### src/rtl/bp_axil_mmio_req_buffer_pkg.sv
// rtl/bp_axil_mmio_req_buffer_pkg.sv - register map, response codes and push states shared with the polling host
package bp_axil_mmio_req_buffer_pkg;

   localparam logic [7:0] mmio_els_offset_gp = 8'h00;
   localparam logic [7:0] mmio_cnt_offset_gp = 8'h08;
   localparam logic [7:0] mmio_pop_offset_gp = 8'h0C;

   localparam logic [1:0] axil_resp_okay_gp   = 2'b00;
   localparam logic [1:0] axil_resp_slverr_gp = 2'b10;

   typedef enum logic [1:0] {
      e_ready,
      e_push_addr,
      e_push_data
   } push_state_e;

endpackage

### src/rtl/bp_axil_mmio_req_buffer_fifo.sv
// rtl/bp_axil_mmio_req_buffer_fifo.sv - single-clock word FIFO storage; occupancy is tracked by the caller
module bp_axil_mmio_req_buffer_fifo #(
   parameter int els_p   = 64,
   parameter int width_p = 32
) (
   input  logic               clk_i,
   input  logic               reset_i,
   input  logic               v_i,
   input  logic [width_p-1:0] data_i,
   input  logic               yumi_i,
   output logic [width_p-1:0] data_o
);

   localparam int ptr_w_lp = (els_p > 1) ? $clog2(els_p) : 1;

   logic [width_p-1:0]  mem_q [els_p];
   logic [ptr_w_lp-1:0] wptr_q, wptr_d;
   logic [ptr_w_lp-1:0] rptr_q, rptr_d;

   // els_p need not be a power of two, so pointers wrap explicitly
   always_comb begin
      wptr_d = wptr_q;
      rptr_d = rptr_q;
      if (v_i) begin
         wptr_d = (wptr_q == ptr_w_lp'(els_p - 1)) ? '0 : wptr_q + 1'b1;
      end
      if (yumi_i) begin
         rptr_d = (rptr_q == ptr_w_lp'(els_p - 1)) ? '0 : rptr_q + 1'b1;
      end
   end

   always_ff @(posedge clk_i) begin
      if (reset_i) begin
         wptr_q <= '0;
         rptr_q <= '0;
      end else begin
         wptr_q <= wptr_d;
         rptr_q <= rptr_d;
      end
   end

   always_ff @(posedge clk_i) begin
      if (v_i && !reset_i) begin
         mem_q[wptr_q] <= data_i;
      end
   end

   assign data_o = mem_q[rptr_q];

endmodule

### src/rtl/bp_axil_mmio_req_buffer.sv
// rtl/bp_axil_mmio_req_buffer.sv - buffers BP MMIO commands as addr/data word pairs, drained by an AXI-Lite read port
module bp_axil_mmio_req_buffer
   import bp_axil_mmio_req_buffer_pkg::*;
#(
   parameter int els_p             = 64,
   parameter int S_AXIL_ADDR_WIDTH = 64,
   parameter int S_AXIL_DATA_WIDTH = 32
) (
   input  logic                         clk_i,
   input  logic                         reset_i,

   input  logic                         cmd_v_i,
   input  logic [31:0]                  cmd_addr_i,
   input  logic [31:0]                  cmd_data_i,
   output logic                         cmd_ready_and_o,

   input  logic [S_AXIL_ADDR_WIDTH-1:0] s_axil_araddr_i,
   input  logic                         s_axil_arvalid_i,
   output logic                         s_axil_arready_o,
   input  logic [2:0]                   s_axil_arprot_i,

   output logic [S_AXIL_DATA_WIDTH-1:0] s_axil_rdata_o,
   output logic [1:0]                   s_axil_rresp_o,
   output logic                         s_axil_rvalid_o,
   input  logic                         s_axil_rready_i
);

   localparam int cnt_w_lp = $clog2(els_p + 1);

   push_state_e         state_q, state_d;
   logic [31:0]         addr_q, addr_d;
   logic [31:0]         data_q, data_d;
   logic [cnt_w_lp-1:0] cnt_q, cnt_d;
   logic                cmd_ready;
   logic                has_room;
   logic                push_v;
   logic [31:0]         push_word;
   logic                pop_v;
   logic [31:0]         head_word;
   logic                ar_hs;
   logic [7:0]          offset;
   logic                rvalid_q, rvalid_d;
   logic [31:0]         rdata_q, rdata_d;
   logic [1:0]          rresp_q, rresp_d;
   logic                unused_ok;

   assign unused_ok = ^{s_axil_arprot_i, s_axil_araddr_i[S_AXIL_ADDR_WIDTH-1:8]};

   // A whole pair must fit before accepting, so a pair is never split
   assign has_room = (cnt_w_lp'(els_p) - cnt_q) >= cnt_w_lp'(2);

   always_comb begin
      state_d   = state_q;
      addr_d    = addr_q;
      data_d    = data_q;
      cmd_ready = 1'b0;
      push_v    = 1'b0;
      push_word = '0;
      unique case (state_q)
         e_ready: begin
            cmd_ready = has_room;
            if (cmd_v_i && has_room) begin
               addr_d  = cmd_addr_i;
               data_d  = cmd_data_i;
               state_d = e_push_addr;
            end
         end
         e_push_addr: begin
            push_v    = 1'b1;
            push_word = addr_q;
            state_d   = e_push_data;
         end
         e_push_data: begin
            push_v    = 1'b1;
            push_word = data_q;
            state_d   = e_ready;
         end
         default: state_d = e_ready;
      endcase
   end

   assign ar_hs  = s_axil_arvalid_i & s_axil_arready_o;
   assign offset = s_axil_araddr_i[7:0];

   always_comb begin
      pop_v    = 1'b0;
      rvalid_d = rvalid_q;
      rdata_d  = rdata_q;
      rresp_d  = rresp_q;
      if (ar_hs) begin
         rvalid_d = 1'b1;
         case (offset)
            mmio_els_offset_gp: begin
               rdata_d = 32'(els_p);
               rresp_d = axil_resp_okay_gp;
            end
            mmio_cnt_offset_gp: begin
               rdata_d = 32'(cnt_q);
               rresp_d = axil_resp_okay_gp;
            end
            mmio_pop_offset_gp: begin
               if (cnt_q != '0) begin
                  pop_v   = 1'b1;
                  rdata_d = head_word;
                  rresp_d = axil_resp_okay_gp;
               end else begin
                  rdata_d = '0;
                  rresp_d = axil_resp_slverr_gp;
               end
            end
            default: begin
               rdata_d = '0;
               rresp_d = axil_resp_slverr_gp;
            end
         endcase
      end else if (rvalid_q && s_axil_rready_i) begin
         rvalid_d = 1'b0;
      end
   end

   assign cnt_d = cnt_q + cnt_w_lp'(push_v) - cnt_w_lp'(pop_v);

   always_ff @(posedge clk_i) begin
      if (reset_i) begin
         state_q  <= e_ready;
         addr_q   <= '0;
         data_q   <= '0;
         cnt_q    <= '0;
         rvalid_q <= 1'b0;
         rdata_q  <= '0;
         rresp_q  <= '0;
      end else begin
         state_q  <= state_d;
         addr_q   <= addr_d;
         data_q   <= data_d;
         cnt_q    <= cnt_d;
         rvalid_q <= rvalid_d;
         rdata_q  <= rdata_d;
         rresp_q  <= rresp_d;
      end
   end

   bp_axil_mmio_req_buffer_fifo #(
      .els_p   (els_p),
      .width_p (32)
   ) fifo (
      .clk_i   (clk_i),
      .reset_i (reset_i),
      .v_i     (push_v),
      .data_i  (push_word),
      .yumi_i  (pop_v),
      .data_o  (head_word)
   );

   assign cmd_ready_and_o  = cmd_ready & ~reset_i;
   assign s_axil_arready_o = ~rvalid_q & ~reset_i;
   assign s_axil_rvalid_o  = rvalid_q;
   assign s_axil_rdata_o   = rdata_q;
   assign s_axil_rresp_o   = rresp_q;

endmodule

### config.mk
export PLATFORM = sky130hd
export DESIGN_NAME = bp_axil_mmio_req_buffer
export DESIGN_NICKNAME = d
export VERILOG_FILES = /design/src/rtl/bp_axil_mmio_req_buffer_pkg.sv /design/src/rtl/bp_axil_mmio_req_buffer_fifo.sv /design/src/rtl/bp_axil_mmio_req_buffer.sv
export SDC_FILE = /design/constraint.sdc
export NUM_CORES = 2
export LEC_CHECK = 0
export ABC_CLOCK_PERIOD_IN_PS = 6000
export CAP_MARGIN = 15
export CORE_MARGIN = 2
export CORE_UTILIZATION = 40
export CTS_BUF_LIST = sky130_fd_sc_hd__clkbuf_4 sky130_fd_sc_hd__clkbuf_8 sky130_fd_sc_hd__clkbuf_16
export CTS_CLUSTER_DIAMETER = 100
export DETAILED_ROUTE_END_ITERATION = 10
export SKIP_CTS_REPAIR_TIMING = 1
export SYNTH_ARGS = -nofsm -noshare
export SYNTH_HDL_FRONTEND = slang
export SYNTH_SLANG_ARGS = --single-unit
### constraint.sdc
create_clock -name clk_i -period 6 [get_ports clk_i]
set_input_delay 1.2 -clock clk_i [delete_from_list [all_inputs] [get_ports clk_i]]
set_output_delay 1.2 -clock clk_i [all_outputs]
set_load 0.01 [all_outputs]
==> metrics.csv <==
metric,value,unit
outcome,"complete, no violations",
crit_path_start,cnt_q[0],
synth_top_area_frac,0.733,
synth_nets,4388,
synthArstFlopShare,0,
place_ws,1.13,ns
hold_ws,0.454,ns
postRouteAntennaNets,0,
tightestPinTransition,1.23,ns
fmax,214,MHz
synth_fa_ha_area_frac,0.00307,
final_cell_mix,"2048 x edfxtp_1, 434 x mux4_2, 269 x nand2_1",
cts_tree,done,
peakVddDrop,258,uV
mostFrequentLayoutCell,edfxtp_1,
power_leakage,28.6,nW
hp-start,data_q[0],
grt_pass1_wl,352000,microns
io_pins,173,
synth_ff_type,edfxtp_1,
skew,0.0337,ns
nNetsFinal,4673,
fin_crit_sh,0.778,
tns,0,ns
drive_above_1_share,0.243,
drv_cap,0,
hold_path.class,reg -> reg,
synth_edf_count,2048,
grt.overflow.total,0,
synthesis.area,83900,sq um
place_congestion,0.846,
vias_per_cell,5.98,
synth_seq_area_share,0.763,
first_pass_iters,5,
htree_levels,4,
die_area,213000,sq um
synth_xor_xnor_area_share,0.00177,
synth-simple-area-share,0.0351,
clk_pin_slew,0.06,ns
ys_ff_latch,2173,
avgSynthCellArea,19.8,sq um
final_area,96700,sq um
port_buffers,112,
finalMaxSlewViolations,0,
yosys.area.top_type,edfxtp_1,
synth_cells,4232,
core_area,209000,sq um
synthMuxAreaShare,0.143,
vias,44900,
r2r-start,state_q[0],
period_needed,4.67,ns
cts_buffer_depth,3,
critPathKind,reg -> out,
clk_latency,0.86,ns
antenna_found_initial,8,
grt_max_degree,82,
crit_path_end_kind,output pin,
yosys.cell_types.count,75,
cp.required,4.80,ns
clock_sinks,2173,
powerDensity,325,nW/um^2
worst_slack,1.33,ns
rows,168,
synthTopCellsByArea,"edfxtp_1 73%, mux4_2 12%, dfxtp_1 3.0%",
yosysWarnings,0,
die_w,462,microns
postPlaceCellArea,89800,sq um
synth-compound-area-share,0.0369,
path_max_fanout,5,
routedWlPerCell,34.1,microns
rsz0062_at_grt,false,
setup_viol,0,
drt_wl_total,256000,microns
max_slew_margin,0.181,
drt_iter0_markers,6216,
hold_viol,0,
total_power,31.5,mW
die_y,462,microns
critPathLaunchType,flop,
clock-root-buffer,clkbuf_16,
grt_use_total,0.239,
synth_top_family_by_area,multiplexers,
drc_errors,0,
grt_pass1_vias,43800,
start_util,0.401,
dpl.hpwl,154000,microns
cp.arrival,3.47,ns
cts_buffers,213,
areaGrowthSynthToFinish,15.3,%
-- through the flow --
| stage | utilization | std cells |
|---|---|---|
| floorplan | - | 4232 |
| global placement | 0.429 | 7104 |
| detailed placement | 0.429 | 7106 |
| CTS | 0.462 | 7503 |
| global route | 0.463 | 7505 |
| finish | 0.463 | 7509 |
-- sequential cells by signal, indices dropped and copies added, names as in the netlist, named ones only --
signal / count
addr_q: 32
cnt_q: 7
data_q: 32
fifo.mem_q: 2048
fifo.rptr_q: 6
fifo.wptr_q: 6
s_axil_rdata_o: 32
s_axil_rresp_o: 1
s_axil_rvalid_o: 1
state_q: 2
-- worst max-delay path, stage by stage (launching register included) --
cell and delay (ns):
dfxtp_1 0.59, inv_1 0.13, ha_1 0.27, xnor2_1 0.14
or3_1 0.36, a2111oi_4 0.44, nor3b_1 0.14, clkdlybuf4s50_1 0.54
-- layer usage --
metal | vias to the layer above | part of all wire | GRT usage | wire, microns
met5 | - | 0.000055 | 0 | 14
li1 | 18000 | - | - | -
met3 | 426 | 0.090 | 0.0450 | 23200
met2 | 2324 | 0.48 | 0.381 | 122000
met4 | 2 | 0.038 | 0.0854 | 9730
met1 | 24200 | 0.39 | 0.328 | 101000
-- where the power goes --
group	switching, mW	total (mW)	internal (mW)	leakage (nW)
Combinational	0.957	1.38	0.420	6.27
Clock	5.79	13.3	7.48	3.47
Sequential	0.114	16.8	16.7	18.9
-- cell type report --
type,instances,area (sq um)
diodes,5,12.5
clock buffers,280,5960
clock inverters,117,990
fillers,17400,112000
inverters,21,85.1
multi-input cells,1792,19200
flip-flops and latches,2173,64000
well taps,2805,3510
repair buffers,316,2970
-- kinds of logic (layout without fill, tap and decap cells) --
logic type / after synthesis / in the layout
AOI/OAI and AO/OA: 451 / 451
buffers and inverters: 267 / 734
muxes: 654 / 654
xor gates and xnor gates: 17 / 17
DFF: 2173 / 2173
adders and majority gates: 20 / 20
other: 1 / 6
and+or+nand+nor: 649 / 649
-- Yosys cell counts (8+ instances only) --
cell type	number
edfxtp_1	2048
mux4_2	434
nand2_1	269
mux2i_1	210
nor2_1	153
dfxtp_1	125
a21oi_1	117
a22oi_1	115
clkbuf_1	80
buf_2	78
nand3_1	73
buf_4	60
o22ai_1	47
o21ai_0	37
nor3_1	35
nor2b_1	26
nand4_1	22
buf_6	19
ha_1	19
inv_1	18
o221ai_1	18
a31oi_1	13
nand2b_1	13
a211oi_1	11
a221oi_1	10
mux2_2	10
or2_2	10
xnor2_1	10
buf_1	9
o2111ai_1	9
a22o_1	8
a32oi_1	8
and2_1	8
-- worst paths after layout --
| path | end | slack (ns) | cells after the start |
|---|---|---|---|
| setup / recovery | cmd_ready_and_o | 1.33 | 7 |
| hold / removal | data_q[0] | 0.45 | 2 |
| setup reg to reg | fifo.mem_q[24][20] | 1.77 | 7 |
| hold reg to reg | data_q[0] | 0.45 | 2 |
Power figures use the tool's default switching activity.
